`config.mk`:
```
export PLATFORM = sky130hd
export DESIGN_NAME = fetch_controller
export DESIGN_NICKNAME = d
export VERILOG_FILES = /design/src/rtl/fetch_pkg.sv /design/src/rtl/fetch_target_sel.sv /design/src/rtl/fetch_controller.sv
export SDC_FILE = /design/constraint.sdc
export NUM_CORES = 1
export LEC_CHECK = 0
export CAP_MARGIN = 20
export CORE_MARGIN = 2
export CORE_UTILIZATION = 35
export DETAILED_ROUTE_END_ITERATION = 8
export PLACE_DENSITY = 0.67
export RECOVER_POWER = 25
export SLEW_MARGIN = 20
export SYNTH_ARGS = -nofsm -noshare
export SYNTH_HDL_FRONTEND = slang
export SYNTH_HIERARCHICAL = 1
export SYNTH_SLANG_ARGS = --single-unit
```
`constraint.sdc`:
```
create_clock -name clock -period 2.4 [get_ports clock]
set_input_delay 0.72 -clock clock [delete_from_list [all_inputs] [get_ports clock]]
set_output_delay 0.72 -clock clock [all_outputs]
set_load 0.005 [all_outputs]
```
`src/rtl/fetch_pkg.sv`:
```
// Shared types and constants for the instruction-fetch controller.
package fetch_pkg;

  typedef enum logic [1:0] {
    IDLE    = 2'd0,
    FETCH   = 2'd1,
    DISCARD = 2'd2
  } fetch_state_e;

  localparam logic [1:0] SEL_NONE   = 2'b00;
  localparam logic [1:0] SEL_BRANCH = 2'b01;
  localparam logic [1:0] SEL_JUMP   = 2'b10;
  localparam logic [1:0] SEL_JREG   = 2'b11;

  localparam logic [31:0] DEFAULT_RESET_PC = 32'h0000_0000;

endpackage

```
`src/rtl/fetch_target_sel.sv`:
```
// Picks the redirect target from the select code and word-aligns it.
module fetch_target_sel
  import fetch_pkg::*;
#(
  parameter int ADDR_W = 32
) (
  input  logic              redirect_valid,
  input  logic [1:0]        redirect_sel,
  input  logic [ADDR_W-1:0] branch_target,
  input  logic [ADDR_W-1:0] jump_target,
  input  logic [ADDR_W-1:0] jreg_target,
  output logic              take,
  output logic [ADDR_W-1:0] target
);

  logic [ADDR_W-1:0] raw;

  always_comb begin
    raw = branch_target;
    case (redirect_sel)
      SEL_JUMP: raw = jump_target;
      SEL_JREG: raw = jreg_target;
      default:  raw = branch_target;
    endcase
    target = {raw[ADDR_W-1:2], 2'b00};
    take   = redirect_valid && (redirect_sel != SEL_NONE);
  end

endmodule

```
`src/rtl/fetch_controller.sv`:
```
// Instruction-fetch sequencer: owns the PC, drives the imem req/ready
// handshake and presents a registered instr/PC+4 pair to decode.
module fetch_controller
  import fetch_pkg::*;
#(
  parameter int                ADDR_W   = 32,
  parameter logic [ADDR_W-1:0] RESET_PC = ADDR_W'(DEFAULT_RESET_PC)
) (
  input  logic              clock,
  input  logic              reset,
  input  logic              stall,
  input  logic              redirect_valid,
  input  logic [1:0]        redirect_sel,
  input  logic [ADDR_W-1:0] branch_target,
  input  logic [ADDR_W-1:0] jump_target,
  input  logic [ADDR_W-1:0] jreg_target,
  output logic              mem_req,
  output logic [ADDR_W-1:0] mem_addr,
  input  logic              mem_ready,
  input  logic [31:0]       mem_rdata,
  output logic              if_valid,
  output logic [31:0]       if_instr,
  output logic [ADDR_W-1:0] if_pc_plus4,
  output logic              flush
);

  fetch_state_e      state_q, state_d;
  logic [ADDR_W-1:0] pc_q, pc_d;
  logic [ADDR_W-1:0] disc_addr_q, disc_addr_d;
  logic              if_valid_q, if_valid_d;
  logic [31:0]       if_instr_q, if_instr_d;
  logic [ADDR_W-1:0] if_pc_plus4_q, if_pc_plus4_d;
  logic              flush_q, flush_d;

  logic              take;
  logic [ADDR_W-1:0] target;
  logic [ADDR_W-1:0] pc_plus4;
  logic              can_accept;
  logic              handshake;

  fetch_target_sel #(.ADDR_W(ADDR_W)) u_target_sel (
    .redirect_valid (redirect_valid),
    .redirect_sel   (redirect_sel),
    .branch_target  (branch_target),
    .jump_target    (jump_target),
    .jreg_target    (jreg_target),
    .take           (take),
    .target         (target)
  );

  assign pc_plus4   = pc_q + ADDR_W'(4);
  assign can_accept = !if_valid_q || !stall;
  assign handshake  = mem_req && mem_ready;

  always_comb begin
    mem_req  = 1'b0;
    mem_addr = pc_q;
    case (state_q)
      FETCH:   mem_req = can_accept;
      DISCARD: begin
        mem_req  = 1'b1;
        mem_addr = disc_addr_q;
      end
      default: mem_req = 1'b0;
    endcase
  end

  always_comb begin
    state_d       = state_q;
    pc_d          = pc_q;
    disc_addr_d   = disc_addr_q;
    if_valid_d    = if_valid_q;
    if_instr_d    = if_instr_q;
    if_pc_plus4_d = if_pc_plus4_q;
    flush_d       = 1'b0;

    case (state_q)
      IDLE:    state_d = FETCH;
      FETCH: begin
        // An open request the memory has not yet accepted must still be
        // drained at its original address before the new PC is requested.
        if (take && mem_req && !mem_ready) begin
          state_d     = DISCARD;
          disc_addr_d = pc_q;
        end
      end
      DISCARD: if (mem_ready) state_d = FETCH;
      default: state_d = IDLE;
    endcase

    if (take) begin
      pc_d       = target;
      if_valid_d = 1'b0;
      flush_d    = 1'b1;
    end else if (state_q == FETCH && handshake) begin
      if_instr_d    = mem_rdata;
      if_pc_plus4_d = pc_plus4;
      if_valid_d    = 1'b1;
      pc_d          = pc_plus4;
    end else if (!stall) begin
      if_valid_d = 1'b0;
    end
  end

  always_ff @(posedge clock) begin
    if (!reset) begin
      state_q       <= IDLE;
      pc_q          <= RESET_PC;
      disc_addr_q   <= RESET_PC;
      if_valid_q    <= 1'b0;
      if_instr_q    <= '0;
      if_pc_plus4_q <= '0;
      flush_q       <= 1'b0;
    end else begin
      state_q       <= state_d;
      pc_q          <= pc_d;
      disc_addr_q   <= disc_addr_d;
      if_valid_q    <= if_valid_d;
      if_instr_q    <= if_instr_d;
      if_pc_plus4_q <= if_pc_plus4_d;
      flush_q       <= flush_d;
    end
  end

  assign if_valid    = if_valid_q;
  assign if_instr    = if_instr_q;
  assign if_pc_plus4 = if_pc_plus4_q;
  assign flush       = flush_q;

endmodule
```
==> results of run 1 <==
[path summary, 6_finish.rpt]
check,cells past startpoint,end
setup / recovery,6,mem_addr[12]
hold / removal,2,if_instr[22]
setup reg to reg,14,if_pc_plus4[28]
hold reg to reg,2,if_instr[22]
[state kept, by name, indices dropped and copies added, names as in the netlist]
name	flops
pc_q	32
if_instr	32
flush	1
if_valid	1
disc_addr_q	32
state_q	2
if_pc_plus4	32
[final cells by class]
class | instances | area, um^2
Fill cell | 1654 | 7989
Inverter | 7 | 26.28
Timing Repair Buffer | 296 | 3129
Clock buffer | 25 | 525.5
Clock inverter | 7 | 140.1
Multi-Input combinational cell | 625 | 3958
Sequential cell | 132 | 2645
Tap cell | 234 | 292.8
[kinds of logic after synthesis]
kind of cell             count (synthesis)  share of synthesized area, %
multiplexers                            62                         9.835
XOR/XNOR                                54                         7.068
flip-flops                             132                         39.49
AO/OA/AOI/OAI                          210                         16.77
buffers and inverters                   85                         6.133
other                                    1                       0.05604
adder cells (fa/ha/maj)                  4                        0.7480
AND/OR/NAND/NOR                        293                         19.90
[power by group]
| group | leakage (nW) | switching (mW) | internal (mW) |
|---|---|---|---|
| combinational | 2.63 | 0.455 | 0.637 |
| clock | 0.322 | 0.967 | 1.93 |
| sequential | 1.07 | 0.113 | 2.29 |
| total | 4.03 | 1.53 | 4.86 |
[worst register-to-register path: stages (launching register included)]
cell and delay [ns]:
dfxtp_2 0.34, inv_2 0.05, ha_4 0.18, buf_12 0.15
buf_4 0.13, buf_4 0.13, buf_4 0.13, nand3b_1 0.24
nand2_2 0.15, buf_6 0.13, nor2_4 0.05, buf_12 0.17
buf_16 0.15, o21ai_4 0.15, a21oi_2 0.04
[metal layers]
metal | GRT usage [%] | share of wire [%] | routed length (um)
met4 | 8.526 | 2.1 | 460
met5 | 0 | 0 | 0
met1 | 26.19 | 43 | 9327
met2 | 35.65 | 48 | 10600
met3 | 5.585 | 7.0 | 1526
[what timing repair did]
item,4_1_cts,5_1_grt
gates resized for setup,207,65
setup endpoints to repair,33,106
pin swaps,2,3
cloned,4,5
buffers inserted,11,3
[stage by stage]
stage / power, mW / cell area, um^2 / instances
CTS: 6.362 / 10440 / 1320
global route: 6.634 / 10720 / 1326
global placement: 3.403 / 9361 / 1273
floorplan: 2.856 / 6696 / 842
detailed placement: 3.414 / 9361 / 1273
finish: 6.391 / 10720 / 1326
[placed cells by master (no fill, tap or decap), types with 5 or more instances in the layout]
cell type	count
dfxtp_1	130
o21ai_0	24
xor2_1	22
buf_12	11
mux2i_1	32
mux2_4	29
inv_1	5
clkbuf_8	7
nor4_1	8
xnor2_1	32
clkdlybuf4s50_1	142
buf_6	33
buf_2	5
nand4_1	14
a211oi_1	5
a21oi_1	141
dlygate4sd3_1	49
nand3_1	16
clkbuf_16	22
nor4_2	6
nand2_1	157
a211oi_2	6
nor3_1	7
nor2_1	52
o21ai_2	17
buf_4	41
nor2_2	5
==> results_dict.tcl, run 1 <==
set metrics [dict create \
    regToRegStartpoint "state_q[0]" \
    crit_start "state_q[0]" \
    pre_cts_slack_ns -0.2886 \
    grt_pass1_vias 6502 \
    rsz0062_at_grt "yes" \
    antenna_found_initial 0 \
    worstPathCellList "inv_2, ha_4, buf_6, buf_12, mux2_4, buf_6" \
    cts_tree "done" \
    root_buffer "clkbuf_16" \
    fmax_ghz 0.4150 \
    ios 234 \
    p_leak_nw 4.026 \
    drive_gt1_share_pct 19.96 \
    cts_hold_buf 0 \
    start_kind "flip-flop" \
    outcome "complete, but fails checks" \
    die_w_um 142.3 \
    arrival_ns 1.69 \
    grt_pass1_wl_um 34030 \
    hold_viol_final 0 \
    htreeDepth 4 \
    yosys-top-cells-count "158 x nand2_1, 142 x a21oi_1, 132 x dfxtp_1" \
    hp-class "flip-flop to flip-flop" \
    critical-path-top-delay-family "buffers and inverters" \
    diodes 0 \
    cp.required_ns 1.68 \
    routabilityCongestion 0.8254 \
    skew_ns 0.01265 \
    synth-seq-area-share_pct 39.49 \
    cts_sinks 132 \
    die_h_um 142.3 \
    tightest_slew_ns 0.6717 \
    cp-end-kind "output port" \
    final.period_utilization_pct 100.4 \
    relSlewSlack_pct 54.81 \
    drv_cap 0 \
    synth_area_um2 6691 \
    power_density_nw_per_um2 596.3 \
    syn2layout_area_growth_pct 60.15 \
    die_area_um2 20240 \
    critPathMaxStageDelay_ns 0.32 \
    maxSlewViolCount 0 \
    holdWs_ns 0.4474 \
    period_needed_ns 2.410 \
    synth.most_common_cell "nand2_1" \
    violations "setup timing" \
    post-route-drc-count 0 \
    ant_nets 0 \
    worst-setup-path-type "flip-flop to output port" \
    synth_edf_count 0 \
    viasPerCell 5.081 \
    routedWlPerCell_um 16.52 \
    yosys_warnings 6 \
    peakVddDrop_uv 411.4 \
    slowest_stage "dfxtp_2" \
    avgSynthCellArea_um2 7.957 \
    grt_start_max_net_pins 65 \
    synth-seq-cells 132 \
    grt_overflow 0 \
    critPathBufInv 4 \
    synth_async_sr_flop_share_pct 0 \
    hpwl_um 14750 \
    r2r_slack_ns 0.12 \
    synth_top_area_cell "dfxtp_1" \
    min_from "if_instr[22]" \
    path_max_fanout 5 \
    final_core_util_pct 57.29 \
    cts_made_buffers 17 \
    syn-instance-count 841 \
    setup-violations-final 10 \
    nets 1218 \
    ys.flop_type "dfxtp_1" \
    core_um2 18710 \
    track_usage_pct 21.33 \
    first_iter_violations 391 \
    clk_pin_slew_ns 0.06 \
    rows 50 \
    portBuffers 227 \
    netlist_top_cells_area "dfxtp_1 39%, a21oi_1 11%, nand2_1 8.9%" \
    wl_um 21910 \
    fin_ws_ns -0.009541 \
    firstDrtPassIters 7 \
    fin_setup_tns_ns -0.04535 \
    initial_core_util_pct 35.77 \
    crit_top_cell "buf_6" \
    via_count 6738 \
    cts_buffer_depth 2 \
    clock_latency_ns 0.42 \
    synth_top_area_share_pct 39.49 \
    synthDistinctLibCells 50 \
]
Power figures use the tool's default switching activity.
==> inputs of run 2 (changes only) <==
--- a/config.mk
+++ b/config.mk
@@ -6,8 +6,9 @@
 export NUM_CORES = 1
 export LEC_CHECK = 0
 export CAP_MARGIN = 20
-export CORE_MARGIN = 2
+export CORE_MARGIN = 3
 export CORE_UTILIZATION = 35
+export CTS_BUF_LIST = sky130_fd_sc_hd__clkbuf_16
 export DETAILED_ROUTE_END_ITERATION = 8
 export PLACE_DENSITY = 0.67
 export RECOVER_POWER = 25
==> run 2 against run 1 <==
  * The run still ends with setup timing left
  * Worst setup slack got worse by 0.011 ns
  * Sequential cell count did not move
  * Sequential power barely moved
  * Count of clock-buffer cells in the layout fell by 8
  * Sequential share of layout area rose by 1.4 points
  * Critical path type unchanged
==> results_dict.tcl, run 2 (synthesis results as in run 1) <==
set metrics [dict create \
    nets 1204 \
    holdWs_ns 0.4485 \
    root_buffer "clkbuf_16" \
    syn2layout_area_growth_pct 51.50 \
    routabilityCongestion 0.8397 \
    start_kind "flip-flop" \
    regToRegStartpoint "state_q[0]" \
    grt_pass1_wl_um 33040 \
    grt_start_max_net_pins 61 \
    switchingPower_mw 1.426 \
    nFillCells 1727 \
    grt_overflow 0 \
    portBuffers 227 \
    p_leak_nw 3.788 \
    pwr-share-comb_pct 17.5 \
    firstDrtPassIters 7 \
    final_core_util_pct 55.12 \
    clock_latency_ns 0.42 \
    ant_nets 0 \
    crit_start "state_q[0]" \
    rsz0062_at_grt "yes" \
    seqPwrFrac_pct 41.3 \
    pwr-share-clk_pct 41.1 \
    post-route-drc-count 0 \
    ios 234 \
    relSlewSlack_pct 57.84 \
    rows 49 \
    maxSlewViolCount 0 \
    period_needed_ns 2.420 \
    seq_area_um2 2645 \
    cts_tree "done" \
    multiInputGateArea_um2 3777 \
    initial_core_util_pct 36.38 \
    routedWlPerCell_um 16.28 \
    internal_power_mw 4.350 \
    antenna_found_initial 1 \
    htreeDepth 4 \
    grt_pass1_vias 6283 \
    via_count 6551 \
    r2r_slack_ns 0.17 \
    cts_buffer_depth 2 \
    hold_viol_final 0 \
    hp-class "flip-flop to flip-flop" \
    final.period_utilization_pct 100.9 \
    cts_hold_buf 0 \
    cp-end-kind "output port" \
    clk_pin_slew_ns 0.06 \
    path_max_fanout 8 \
    power_density_nw_per_um2 569.8 \
    track_usage_pct 20.24 \
    skew_ns 0.006499 \
    worst-setup-path-type "flip-flop to output port" \
    r2r_cells 11 \
    die_h_um 144.3 \
    cts_made_buffers 17 \
    hpwl_um 15220 \
    die_w_um 144.3 \
    swShare_pct 24.69 \
    timing.rr.end "disc_addr_q[17]" \
    viasPerCell 5.020 \
    tightest_slew_ns 0.6267 \
    fin_setup_tns_ns -0.1313 \
    layout_common_cells "158 x nand2_1, 157 x clkdlybuf4s50_1, 142 x a21oi_1" \
    wl_um 21250 \
    setup-violations-final 13 \
    peakVddDrop_uv 403.4 \
    worstSetupEndpoint "mem_addr[19]" \
    outcome "complete, but fails checks" \
    fmax_ghz 0.4131 \
    core_um2 18390 \
    cts_sinks 132 \
    first_iter_violations 363 \
    drv_cap 0 \
    cp.required_ns 1.68 \
    drive_gt1_share_pct 14.60 \
    violations "setup timing" \
    arrival_ns 1.70 \
    die_area_um2 20810 \
    final_common_cell "nand2_1" \
    fin_ws_ns -0.02048 \
]
-- run 2: how the worst min path moves through the flow --
stage | startpoint | end | slack, ns | cells past startpoint
after floorplan | disc_addr_q[0] | disc_addr_q[0] | 0.43 | 2
after global placement | disc_addr_q[19] | disc_addr_q[19] | 0.44 | 2
after detailed placement | disc_addr_q[2] | disc_addr_q[2] | 0.45 | 2
after CTS | if_pc_plus4[0] | if_pc_plus4[0] | 0.45 | 2
after global routing | if_instr[31] | if_instr[31] | 0.46 | 2
final | if_instr[18] | if_instr[18] | 0.45 | 2
-- run 2: power by group through the flow --
stage / Clock [mW] / Combinational [mW] / Sequential (mW)
2_1_floorplan: 0 / 0.468 / 2.39
3_3_place_gp: 0 / 0.982 / 2.43
5_1_grt: 2.50 / 1.10 / 2.40
6_report: 2.38 / 1.01 / 2.39
4_1_cts: 2.43 / 1.03 / 2.39
3_5_place_dp: 0 / 0.988 / 2.43
-- run 2: through the flow --
stage	total power, mW	instance area [um^2]	setup slack, ns	instances
after floorplan	2.856	6696	0.01254	842
after global placement	3.409	9350	-0.3970	1269
after detailed placement	3.416	9350	-0.3893	1269
after CTS	5.837	10140	-0.04933	1305
after global routing	6.009	10140	-0.07165	1305
final	5.776	10140	-0.02048	1305
-- run 2: per-layer routing --
metal	vias up	GRT usage (%)	share of wire (%)	wire (um)
met3	16	4.663	5.8	1223
met4	0	5.498	1.3	269
met1	2999	25.44	43	9109
met2	191	34.96	50	10640
met5	-	0	0	0
li1	3345	-	-	-
-- run 2: layout make-up --
cell class              count  area share, %
repair buffers            282          28.33
diodes                      1        0.02469
clock buffers              17          4.197
flip-flops and latches    132          26.09
multi-input cells         625          37.26
well taps                 229          2.826
clock inverters            12          1.012
inverters                   7         0.2592
-- run 2: what timing repair did --
action | CTS | global route
setup endpoints to repair | 33 | 31
buffers inserted | 4 | 0
pin swaps | 2 | 1
resized for setup | 196 | 11
gates cloned | 3 | 0
-- run 2: critical path, cell delays in order, from the launching register on --
cell	delay [ns]
dfxtp_2	0.32
inv_2	0.07
ha_4	0.19
buf_12	0.12
buf_12	0.14
mux2_4	0.32
buf_6	0.12
==> inputs of run 3 (changes only) <==
--- a/config.mk
+++ b/config.mk
@@ -6,7 +6,6 @@
 export NUM_CORES = 1
 export LEC_CHECK = 0
 export CAP_MARGIN = 20
-export CORE_MARGIN = 3
 export CORE_UTILIZATION = 35
 export CTS_BUF_LIST = sky130_fd_sc_hd__clkbuf_16
 export DETAILED_ROUTE_END_ITERATION = 8
==> run 3 against run 2 <==
  * The flow still finishes with violations (setup timing)
  * Clock power grew 8%
  * Sequential power about the same
  * Register-to-register slack better by 0.06 ns
  * Power up 3.6%
  * Design area increased by 1.1%
  * Largest cell class unchanged
  * Critical endpoint is now mem_addr[15]
  * Global-route usage is 0.95 points higher
  * Die area decreased by 5.5%
==> results_dict.tcl, run 3 (synthesis results as in run 1) <==
set metrics [dict create \
    track_usage_pct 21.19 \
    nets 1212 \
    ant_nets 0 \
    cts_made_buffers 17 \
    dpl.cell_count 1279 \
    stdcell_count 1320 \
    nFillCells 1768 \
    power_density_nw_per_um2 583.5 \
    viasPerCell 5.002 \
    cts_buffer_depth 2 \
    htreeDepth 4 \
    post-route-drc-count 0 \
    skew_ns 0.008287 \
    firstDrtPassIters 5 \
    cp.required_ns 1.68 \
    grt_pass1_wl_um 32760 \
    antenna_found_initial 0 \
    final.period_utilization_pct 104.6 \
    holdWs_ns 0.4486 \
    pre_cts_slack_ns -0.2313 \
    outcome "complete, but fails checks" \
    portBuffers 227 \
    drive_gt1_share_pct 15.65 \
    gr-usage-met3_pct 4.581 \
    root_buffer "clkbuf_16" \
    seq_area_um2 2645 \
    initial_core_util_pct 35.77 \
    grt_busiest_layer "met2" \
    rows 50 \
    hpwl_um 14470 \
    grt_pass1_vias 6256 \
    fin_ws_ns -0.1096 \
    met1_usage_pct 26.63 \
    rsz0062_at_grt "yes" \
    hp-class "flip-flop to flip-flop" \
    peakVddDrop_uv 414.9 \
    p_leak_nw 3.878 \
    violations "setup timing" \
    cp-end-kind "output port" \
    diodes 0 \
    grt_start_max_net_pins 61 \
    die_w_um 140.3 \
    start_kind "flip-flop" \
    multiInputGateArea_um2 3782 \
    routedWlPerCell_um 15.55 \
    path_max_fanout 7 \
    clock_latency_ns 0.42 \
    arrival_ns 1.79 \
    cts_sinks 132 \
    via_count 6602 \
    hold_viol_final 0 \
    die_h_um 140.3 \
    wl_um 20520 \
    maxSlewViolCount 0 \
    tightest_slew_ns 0.5569 \
    syn2layout_area_growth_pct 53.24 \
    final_common_cell "nand2_1" \
    fmax_ghz 0.3985 \
    worst-setup-path-type "flip-flop to output port" \
    grt_overflow 0 \
    fin_setup_tns_ns -0.5171 \
    core_um2 18710 \
    cts_hold_buf 0 \
    relSlewSlack_pct 62.87 \
    drv_cap 0 \
    period_needed_ns 2.510 \
    first_iter_violations 359 \
    setup-violations-final 8 \
    die_area_um2 19680 \
    ios 234 \
    routabilityCongestion 0.8114 \
    cts_tree "done" \
    met2_usage_pct 36.11 \
    clk_pin_slew_ns 0.05 \
    layout_common_cells "157 x nand2_1, 147 x clkdlybuf4s50_1, 142 x a21oi_1" \
]
[run 3: layer usage]
metal  vias to the layer above  part of all wire, %
met2                       206                   49
met1                      3035                   44
li1                       3343                    -
met4                         0                  1.3
met5                         -                    0
met3                        18                  5.3
[run 3: through the flow]
stage	util, %	instance area [um^2]	total power, mW
2_1_floorplan	-	6696	2.856
3_3_place_gp	50.42	9432	3.426
3_5_place_dp	50.42	9432	3.433
4_1_cts	54.88	10260	6.025
5_1_grt	54.82	10250	6.247
6_report	54.82	10250	5.983
[run 3: repair_timing]
item	CTS	global route
pin swaps	2	2
resized for setup	170	21
gates cloned	3	0
setup buffers	8	1
endpoints found under the setup margin	33	33
[run 3: final timing paths]
| kind | slack, ns | startpoint | end | depth (start not counted) |
|---|---|---|---|---|
| max reg2reg | 0.23 | state_q[0] | if_pc_plus4[6] | 11 |
| min reg2reg | 0.45 | if_instr[26] | if_instr[26] | 2 |
| max | -0.11 | state_q[0] | mem_addr[15] | 7 |
| min | 0.45 | if_instr[26] | if_instr[26] | 2 |
[run 3: cell type report]
cell class	count	share of cell area, %
inverters	7	0.2563
clock inverters	15	1.440
flip-flops and latches	132	25.80
clock buffers	17	4.149
multi-input cells	625	36.89
repair buffers	290	28.61
well taps	234	2.855
[run 3: where the power goes]
group          internal, mW  total (mW)  switching, mW
Sequential             2.29        2.38         0.0955
Clock                  1.60        2.57          0.965
Combinational         0.602        1.04          0.434
Total                  4.49        5.98           1.49
[run 3: worst max-delay path, stage by stage, from the launching register on]
cell     delay, ns
dfxtp_2       0.33
inv_2         0.05
ha_4          0.17
buf_12        0.14
buf_12        0.13
buf_8         0.13
mux2_4        0.30
buf_6         0.12
